## config.mk

```make
export PLATFORM = sky130hd
export DESIGN_NAME = timer_controller
export DESIGN_NICKNAME = d
export VERILOG_FILES = /design/src/rtl/timer_controller.sv
export SDC_FILE = /design/constraint.sdc
export NUM_CORES = 1
export LEC_CHECK = 0
export BUFFER_PORTS_ARGS = -buffer_cell sky130_fd_sc_hd__buf_4
export CAP_MARGIN = 20
export CORE_MARGIN = 2
export CORE_UTILIZATION = 62
export DETAILED_ROUTE_END_ITERATION = 10
export PLACE_DENSITY = 0.79
export SLEW_MARGIN = 20
export SYNTH_ARGS = -nofsm -noshare
export SYNTH_HDL_FRONTEND = slang
export SYNTH_SLANG_ARGS = --single-unit
```

## constraint.sdc

```tcl
create_clock -name clk -period 3.1 [get_ports clk]
set_input_delay 0.155 -clock clk [delete_from_list [all_inputs] [get_ports clk]]
set_output_delay 0.155 -clock clk [all_outputs]
set_load 0.02 [all_outputs]
```

## src/rtl/timer_controller.sv

```systemverilog
// Minute/second timer: preset entry, up/down counting with a one-second
// prescaler, pause/resume and optional auto-reload on expiry.
module timer_controller #(
  parameter int unsigned TICK_DIV    = 50000000,
  parameter int unsigned MIN_MAX     = 99,
  parameter int unsigned AUTO_RELOAD = 0
) (
  input  logic       clk,
  input  logic       rst_n,
  input  logic       start,
  input  logic       stop,
  input  logic       clear,
  input  logic       inc_sec,
  input  logic       inc_min,
  input  logic       dir,
  output logic [5:0] sec,
  output logic [6:0] min,
  output logic [2:0] state,
  output logic       running,
  output logic       expired,
  output logic       tick
);

  localparam int unsigned PW     = $clog2(TICK_DIV);
  localparam int unsigned NBTN   = 5;
  localparam logic [PW-1:0] PRESC_LAST = PW'(TICK_DIV - 1);
  localparam logic [6:0]    MIN_TOP    = 7'(MIN_MAX);

  typedef enum logic [2:0] {
    S_IDLE    = 3'd0,
    S_SET     = 3'd1,
    S_RUN     = 3'd2,
    S_PAUSE   = 3'd3,
    S_EXPIRED = 3'd4
  } state_e;

  state_e          state_q, state_d;
  logic [5:0]      sec_q, sec_d;
  logic [6:0]      min_q, min_d;
  logic [5:0]      psec_q, psec_d;
  logic [6:0]      pmin_q, pmin_d;
  logic [PW-1:0]   presc_q, presc_d;
  logic            dir_q, dir_d;
  logic            tick_q, tick_d;
  logic            running_q, expired_q;
  logic [NBTN-1:0] btn_q;
  logic [NBTN-1:0] btn_now;
  logic [NBTN-1:0] rise;
  logic            ev_clear, ev_stop, ev_start, ev_imin, ev_isec;

  function automatic logic [5:0] sec_inc(input logic [5:0] s);
    return (s == 6'd59) ? 6'd0 : s + 6'd1;
  endfunction

  function automatic logic [6:0] min_inc(input logic [6:0] m);
    return (m == MIN_TOP) ? 7'd0 : m + 7'd1;
  endfunction

  // Button rising edges, reduced to the single highest-priority event
  assign btn_now  = {clear, stop, start, inc_min, inc_sec};
  assign rise     = btn_now & ~btn_q;
  assign ev_clear = rise[4];
  assign ev_stop  = rise[3] & ~rise[4];
  assign ev_start = rise[2] & ~|rise[4:3];
  assign ev_imin  = rise[1] & ~|rise[4:2];
  assign ev_isec  = rise[0] & ~|rise[4:1];

  // Next-state, time and preset update
  always_comb begin
    state_d = state_q;
    sec_d   = sec_q;
    min_d   = min_q;
    psec_d  = psec_q;
    pmin_d  = pmin_q;
    presc_d = presc_q;
    dir_d   = dir_q;
    tick_d  = 1'b0;

    case (state_q)
      S_IDLE, S_SET: begin
        if (ev_clear) begin
          state_d = S_IDLE;
        end else if (ev_start) begin
          state_d = S_RUN;
          dir_d   = dir;
          presc_d = '0;
          sec_d   = dir ? 6'd0 : psec_q;
          min_d   = dir ? 7'd0 : pmin_q;
        end else if (ev_imin) begin
          state_d = S_SET;
          pmin_d  = min_inc(pmin_q);
          min_d   = min_inc(pmin_q);
          sec_d   = psec_q;
        end else if (ev_isec) begin
          state_d = S_SET;
          psec_d  = sec_inc(psec_q);
          sec_d   = sec_inc(psec_q);
          min_d   = pmin_q;
        end
      end

      S_RUN: begin
        if (ev_clear) begin
          state_d = S_IDLE;
        end else if (ev_stop) begin
          state_d = S_PAUSE;
        end else if (!dir_q && sec_q == 6'd0 && min_q == 7'd0) begin
          // Down-count from 00:00 expires without waiting for a tick
          state_d = S_EXPIRED;
        end else if (presc_q == PRESC_LAST) begin
          presc_d = '0;
          tick_d  = 1'b1;
          if (dir_q) begin
            if (sec_q == 6'd59 && min_q == MIN_TOP) begin
              state_d = S_EXPIRED;
            end else if (sec_q == 6'd59) begin
              sec_d = 6'd0;
              min_d = min_q + 7'd1;
            end else begin
              sec_d = sec_q + 6'd1;
            end
          end else begin
            if (sec_q == 6'd0) begin
              sec_d = 6'd59;
              min_d = min_q - 7'd1;
            end else begin
              sec_d = sec_q - 6'd1;
            end
            if (min_q == 7'd0 && sec_q == 6'd1) begin
              state_d = S_EXPIRED;
            end
          end
        end else begin
          presc_d = presc_q + PW'(1);
        end
      end

      S_PAUSE: begin
        if (ev_clear) begin
          state_d = S_IDLE;
        end else if (ev_start) begin
          state_d = S_RUN;
        end
      end

      S_EXPIRED: begin
        if (ev_clear || ev_stop) begin
          state_d = S_IDLE;
        end else if (AUTO_RELOAD != 0 && !dir_q) begin
          state_d = S_RUN;
          sec_d   = psec_q;
          min_d   = pmin_q;
          presc_d = '0;
        end
      end

      default: state_d = S_IDLE;
    endcase

    // Entering or staying in IDLE wipes display, preset and prescaler
    if (state_d == S_IDLE) begin
      sec_d   = 6'd0;
      min_d   = 7'd0;
      psec_d  = 6'd0;
      pmin_d  = 7'd0;
      presc_d = '0;
    end
  end

  // State, time and status registers; buttons reset high to mask held inputs
  always_ff @(posedge clk or negedge rst_n) begin
    if (!rst_n) begin
      state_q   <= S_IDLE;
      sec_q     <= 6'd0;
      min_q     <= 7'd0;
      psec_q    <= 6'd0;
      pmin_q    <= 7'd0;
      presc_q   <= '0;
      dir_q     <= 1'b0;
      tick_q    <= 1'b0;
      running_q <= 1'b0;
      expired_q <= 1'b0;
      btn_q     <= '1;
    end else begin
      state_q   <= state_d;
      sec_q     <= sec_d;
      min_q     <= min_d;
      psec_q    <= psec_d;
      pmin_q    <= pmin_d;
      presc_q   <= presc_d;
      dir_q     <= dir_d;
      tick_q    <= tick_d;
      running_q <= (state_d == S_RUN);
      expired_q <= (state_d == S_EXPIRED);
      btn_q     <= btn_now;
    end
  end

  assign sec     = sec_q;
  assign min     = min_q;
  assign state   = state_q;
  assign running = running_q;
  assign expired = expired_q;
  assign tick    = tick_q;

endmodule

```

==> metrics.yaml, run 1 <==
r2r_cells: 8
hold_viol: 0
numCtsBuffers: 9
peakVddDrop_uv: 362
dr.pass1.iters: 5
ys.flop_type: "dfrtp_1"
synth-simple-area-share_pct: 25.2
grt_pass1_wl_um: 19900
vias: 4293
p_leak_nw: 2.24
fin_nets: 569
critPathLaunch: "presc_q[8]$_DFFE_PN0P_"
drt_drc_violations_left: 0
grt_max_degree: 65
setup_violations: 0
io_pins: 27
max_cap_violations: 0
cts.sinks: 64
die_y_um: 88.8
ys_top_cells_by_area: "dfrtp_1, o31ai_1, nor2_1, o21ai_0, ha_1"
netlist.top_cell.by_area: "dfrtp_1"
seq_area_frac_synth_pct: 36.1
grt_overflow: 0
cp-start-kind: "register"
ff2ff_setup_slack_ns: 0.15
clk_pin_slew_ns: 0.08
synthCells: 516
slowest_stage: "or4b_4"
yosys.area_share.adder_pct: 3.82
area_delta_synth_final_pct: 14.5
die_w_um: 88.8
place_ws_ns: 0.0843
synth_top_family_by_area: "simple AND/OR/NAND/NOR gates"
worst_slack_ns: 0.150
num_rows: 30
drtIter0Drc: 383
routed_wirelength_um: 12000
grt_use_total_pct: 32.7
dp_hpwl_um: 8290
cp_cell_sequence: "or4b_4 > nor4_4 > o2111a_2 > o21ba_4 > a31oi_4 > or3_1 > buf_4 > o41ai_2"
slew_headroom_pct: 44.4
antenna_found_initial: 0
post_cts_buffers: 0
syn_avg_cell_area_um2: 8.64
setup_tns_ns: 0
worst_skew_pair.late_latency_ns: 0.36
worstPathRequired_ns: 3.34
synth_top_area_share_pct: 33.1
ant_nets: 0
syn-cell-area_um2: 4460
outcome: "complete, no violations"
synth-seq-cells: 64
coreArea_um2: 6870
grt_setup_unrepaired: "no"
min-delay-start: "dir"
cts_root_buffer: "clkbuf_8"
cts_buffer_depth: 2
ys_types: 70
postSynth.asyncResetShare_pct: 100
cp-end-kind: "register"
wl_per_cell_um: 18.6
start_util_pct: 64.9
arrival_ns: 3.19
skew_ns: 0.0110
drive_above_1_share_pct: 17.9
synth.area.mux_share_pct: 3.65
viasPerCell: 6.61
synthMostInstantiatedCell: "dfrtp_1"
period_needed_ns: 2.95
synth_xor_area_share_pct: 1.57
power_density_nw_per_um2: 766
reg2reg_from: "presc_q[8]$_DFFE_PN0P_"
diodes: 0
synth_common_cells: "dfrtp_1, nor2_1, nand2_1"
cp_max_fo: 23
max_stage_delay_ns: 0.57
yosysWarningCount: 0
worstSetupPathType: "register to register"
hold_class: "input port to register"
place_congestion: 0.914
hold_ws_ns: 0.0673
max_freq_ghz: 0.339
dieArea_um2: 7880
synth.net_count: 537
synth_compound_area_share_pct: 25.0
synth_edf_count: 0
port_buffers: 26
htreeDepth: 3
timing.final.crit_share_pct: 95.2
min_path_cells: 2
cts_tree: "done"
slew_violations: 0
grt_pass1_vias: 4003
worstMarginPinSlew_ns: 0.834
## stage by stage
step           total power, mW  cells  utilization (%)  area (µm²)
2_1_floorplan             2.44    516                -        4460
3_3_place_gp              3.05    627             70.3        4830
3_5_place_dp              3.09    627             70.3        4830
4_1_cts                   3.87    649             74.2        5090
5_1_grt                   4.13    649             74.3        5100
6_report                  3.91    649             74.3        5100
## layout by cell type, fill, tap and decap left out, types with 8 or more instances in the layout
master / synthesis / routed
dfrtp_1: 59 / 59
buf_4: 1 / 45
nor2_1: 43 / 43
nand2_1: 39 / 39
o31ai_1: 33 / 32
o21ai_0: 31 / 31
nor3_1: 26 / 26
a21oi_1: 25 / 25
inv_1: 18 / 18
nand3_1: 16 / 16
and3_1: 14 / 14
ha_1: 12 / 12
nand4_1: 11 / 11
nand2b_1: 11 / 11
clkbuf_8: 0 / 11
mux2_2: 10 / 10
a31oi_1: 10 / 10
nor4_1: 9 / 9
and2_1: 8 / 8
## where the power goes
part / internal (mW) / switching, mW
combinational: 0.816 / 1.18
sequential: 0.945 / 0.193
clock: 0.412 / 0.361
total: 2.17 / 1.74
## critical path, delay by kind of cell (launching register included)
kind | cells | cell delay [ns]
compound gates | 4 | 0.84
flops | 1 | 0.45
buf+inv | 1 | 0.24
simple gates | 3 | 1.30
## cell families after synthesis
logic type,Yosys count
compound gates,155
xor+xnor,8
fa+ha+maj,13
mux,15
buf+inv,50
simple gates,211
flops,64
## state kept, by name, indices dropped and copies added, names as in the netlist, 3 cells and up
signal / flops
pmin_q: 7
btn_q: 5
presc_q: 26
state: 3
sec: 6
psec_q: 6
min: 7
## per-layer routing
layer	track usage [%]	routed length [µm]
met3	6.44	887
met2	47.5	5420
met5	0	0
met4	14.0	303
met1	47.5	5430
## final cells by class
| type | instances | area, µm² |
|---|---|---|
| Tap cell | 96 | 120 |
| Inverter | 18 | 67.6 |
| Sequential cell | 64 | 1610 |
| Clock buffer | 11 | 151 |
| Fill cell | 531 | 1770 |
| Clock inverter | 5 | 55.1 |
| Timing Repair Buffer | 53 | 438 |
| Multi-Input combinational cell | 402 | 2660 |
## worst paths after layout
kind / to
worst min-delay path: dir_q$_DFFE_PN0P_
worst min register to register: presc_q[22]$_DFFE_PN0P_
min in group asynchronous: presc_q[3]$_DFFE_PN0P_
max in group asynchronous: pmin_q[6]$_DFFE_PN0P_
worst max register to register: presc_q[11]$_DFFE_PN0P_
worst max-delay path: presc_q[11]$_DFFE_PN0P_
## repair_timing
action	CTS	global route
hold buffers	6	0
resized for setup	0	1
hold endpoints to repair	64	0
endpoints found under the setup margin	0	1
Note: power is estimated with default switching activity, not from simulation.
==> run 2, diff against run 1 <==
clock period = 3.25 ns   (was 3.1 ns; I/O delays follow)
==> run 2 against run 1 <==
Compared with the run above: critical path depth unchanged; combinational power down 9.5%; worst hold slack better by 0.025 ns; setup slack better by 0.072 ns; clock-buffer cell count down 1; clock skew up 0.0031 ns; non-clock buffer count down 8; critical endpoint is now presc_q[12]$_DFFE_PN0P_; largest cell class unchanged; largest power group unchanged.
==> metrics.yaml, run 2 (same netlist as run 1, synthesis figures left out) <==
outcome: "complete, no violations"
cp_common_cell: "buf_4"
final_util_pct: 72.5  # -1.8 points
cts_root_buffer: "clkbuf_8"
slowest_stage: "o31ai_4"
cp-start-kind: "input port"
place_area_um2: 4740  # -1.8%
cts.sinks: 64  # unchanged
min_path_cells: 2  # unchanged
p_leak_nw: 2.16  # -3.2%
worstSetupPathType: "input port to register"
grt_overflow: 0  # unchanged
ff2ff_setup_slack_ns: 0.30  # +0.15 ns
routed_wirelength_um: 11500  # -4.4%
cp_cell_sequence: "dlygate4sd3_1 > buf_4 > nor2b_1 > nor3_1 > o31ai_4 > or3_1 > buf_4 > o21ai_0"
largest_register: "presc_q"
numCtsBuffers: 9  # unchanged
cp_max_fo: 28  # +22%
die_w_um: 88.8  # unchanged
htreeDepth: 3  # unchanged
ctsResizeCount: 0  # unchanged
viasPerCell: 6.59  # -0.38%
largest_reg_flops: 26  # unchanged
period_needed_ns: 3.03
num_rows: 30  # unchanged
slew_headroom_pct: 23.1  # -21 points
arrival_ns: 3.25  # +0.06 ns
fin_area_um2: 4980  # -2.5%
skew_ns: 0.0141  # +0.00309 ns
max_freq_ghz: 0.330
coreArea_um2: 6870  # unchanged
max_stage_delay_ns: 1.03  # +0.46 ns
max_cap_violations: 0  # unchanged
cts_tree: "done"
cp-end-kind: "register"
worstPathRequired_ns: 3.47  # +0.13 ns
cts_buffer_depth: 2  # unchanged
antenna_found_initial: 0  # unchanged
min-delay-start: "dir"
register_area_um2: 1610  # unchanged
fillers: 545  # +2.6%
drive_above_1_share_pct: 16.3  # -1.6 points
setup_tns_ns: 0  # unchanged
holdPathEnd: "dir_q$_DFFE_PN0P_"
drt_drc_violations_left: 0  # unchanged
start_util_pct: 64.9  # unchanged
r2r_cells: 8  # unchanged
timing.final.crit_share_pct: 93.2
post_cts_buffers: 0  # unchanged
dieArea_um2: 7880  # unchanged
hold_class: "input port to register"
die_y_um: 88.8  # unchanged
port_buffers: 26  # unchanged
grt_setup_unrepaired: "no"
grt_pass1_wl_um: 19100  # -4.2%
io_pins: 27  # unchanged
wl_per_cell_um: 18.0  # -3.2%
diodes: 0  # unchanged
drtIter0Drc: 407  # +6.3%
final_cell_mix: "dfrtp_1, nor2_1, nand2_1, buf_4, o31ai_1"
grt_max_degree: 65  # unchanged
setup_violations: 0  # unchanged
fin_nets: 561  # -1.4%
dr.pass1.iters: 5  # unchanged
slew_violations: 0  # unchanged
grt_pass1_vias: 3860  # -3.6%
reg2reg_from: "presc_q[8]$_DFFE_PN0P_"
reg2reg_to: "presc_q[6]$_DFFE_PN0P_"
grt_use_total_pct: 31.0  # -1.7 points
ant_nets: 0  # unchanged
multiInputGateArea_um2: 2660  # -0.28%
vias: 4224  # -1.6%
layout_commonest_cell: "dfrtp_1"
dp_hpwl_um: 7910  # -4.6%
place_congestion: 0.956  # +4.6%
power_density_nw_per_um2: 708  # -7.5%
worst_skew_pair.late_latency_ns: 0.35  # about the same
worstMarginPinSlew_ns: 1.15  # +0.319 ns
area_delta_synth_final_pct: 11.7
hold_viol: 0  # unchanged
clk_pin_slew_ns: 0.07  # about the same
peakVddDrop_uv: 627  # +73%
run 2: changes by cell type in the layout (fill, tap and decap cells not counted), sizes merged:
cell and delta:
clkbuf -1, bufinv -1, inv +1, clkinv +1, buf -8
run 2: critical path: cells and delay by family:
| family | cells | cell delay (ns) |
|---|---|---|
| AOI/OAI and AO/OA | 2 | 1.17 |
| and+or+nand+nor | 3 | 0.98 |
| buffers and inverters | 3 | 0.94 |
run 2: layout make-up:
class / instances / area share [%]
Multi-Input combinational cell: 402 / 53.3
Clock buffer: 10 / 2.56
Clock inverter: 6 / 0.930
Timing Repair Buffer: 45 / 7.09
Tap cell: 96 / 2.41
Sequential cell: 64 / 32.3
Inverter: 18 / 1.36
run 2: worst max-delay path by stage:
stage	slack, ns	cells after the start	from	end
global route	0.06	8	stop	presc_q[12]$_DFFE_PN0P_
finish	0.22	8	stop	presc_q[12]$_DFFE_PN0P_
detailed placement	0.33	8	presc_q[8]$_DFFE_PN0P_	presc_q[6]$_DFFE_PN0P_
global placement	0.45	11	sec[1]$_DFFE_PN0P_	presc_q[6]$_DFFE_PN0P_
CTS	0.30	8	stop	presc_q[12]$_DFFE_PN0P_
floorplan	0.20	11	sec[1]$_DFFE_PN0P_	presc_q[16]$_DFFE_PN0P_
run 2: timing repair:
item	CTS	global route
endpoints found under the setup margin	0	0
hold buffers	6	0
hold endpoints to repair	64	0
run 2: report_power, final:
part / internal (mW) / switching [mW]
clock network: 0.280 / 0.326
logic: 0.713 / 1.09
registers: 0.901 / 0.213
run 2: stage by stage:
step                hold slack, ns  instances  setup slack [ns]  power [mW]
finish                      0.0924        641             0.222        3.53
global route                0.0888        641            0.0647        3.74
CTS                         0.0823        641             0.300        3.49
detailed placement           0.282        619             0.330        2.86
global placement             0.279        619             0.454        2.81
floorplan                   -0.133        516             0.201        2.33
run 2: layer usage:
metal  vias to the layer above  GRT usage [%]  wire length [µm]
li1                       1997              -                 -
met1                      2014           45.3              5280
met2                       195           45.2              5080
met3                        18           9.33               996
met4                         0           7.71               163
met5                         -              0                 0
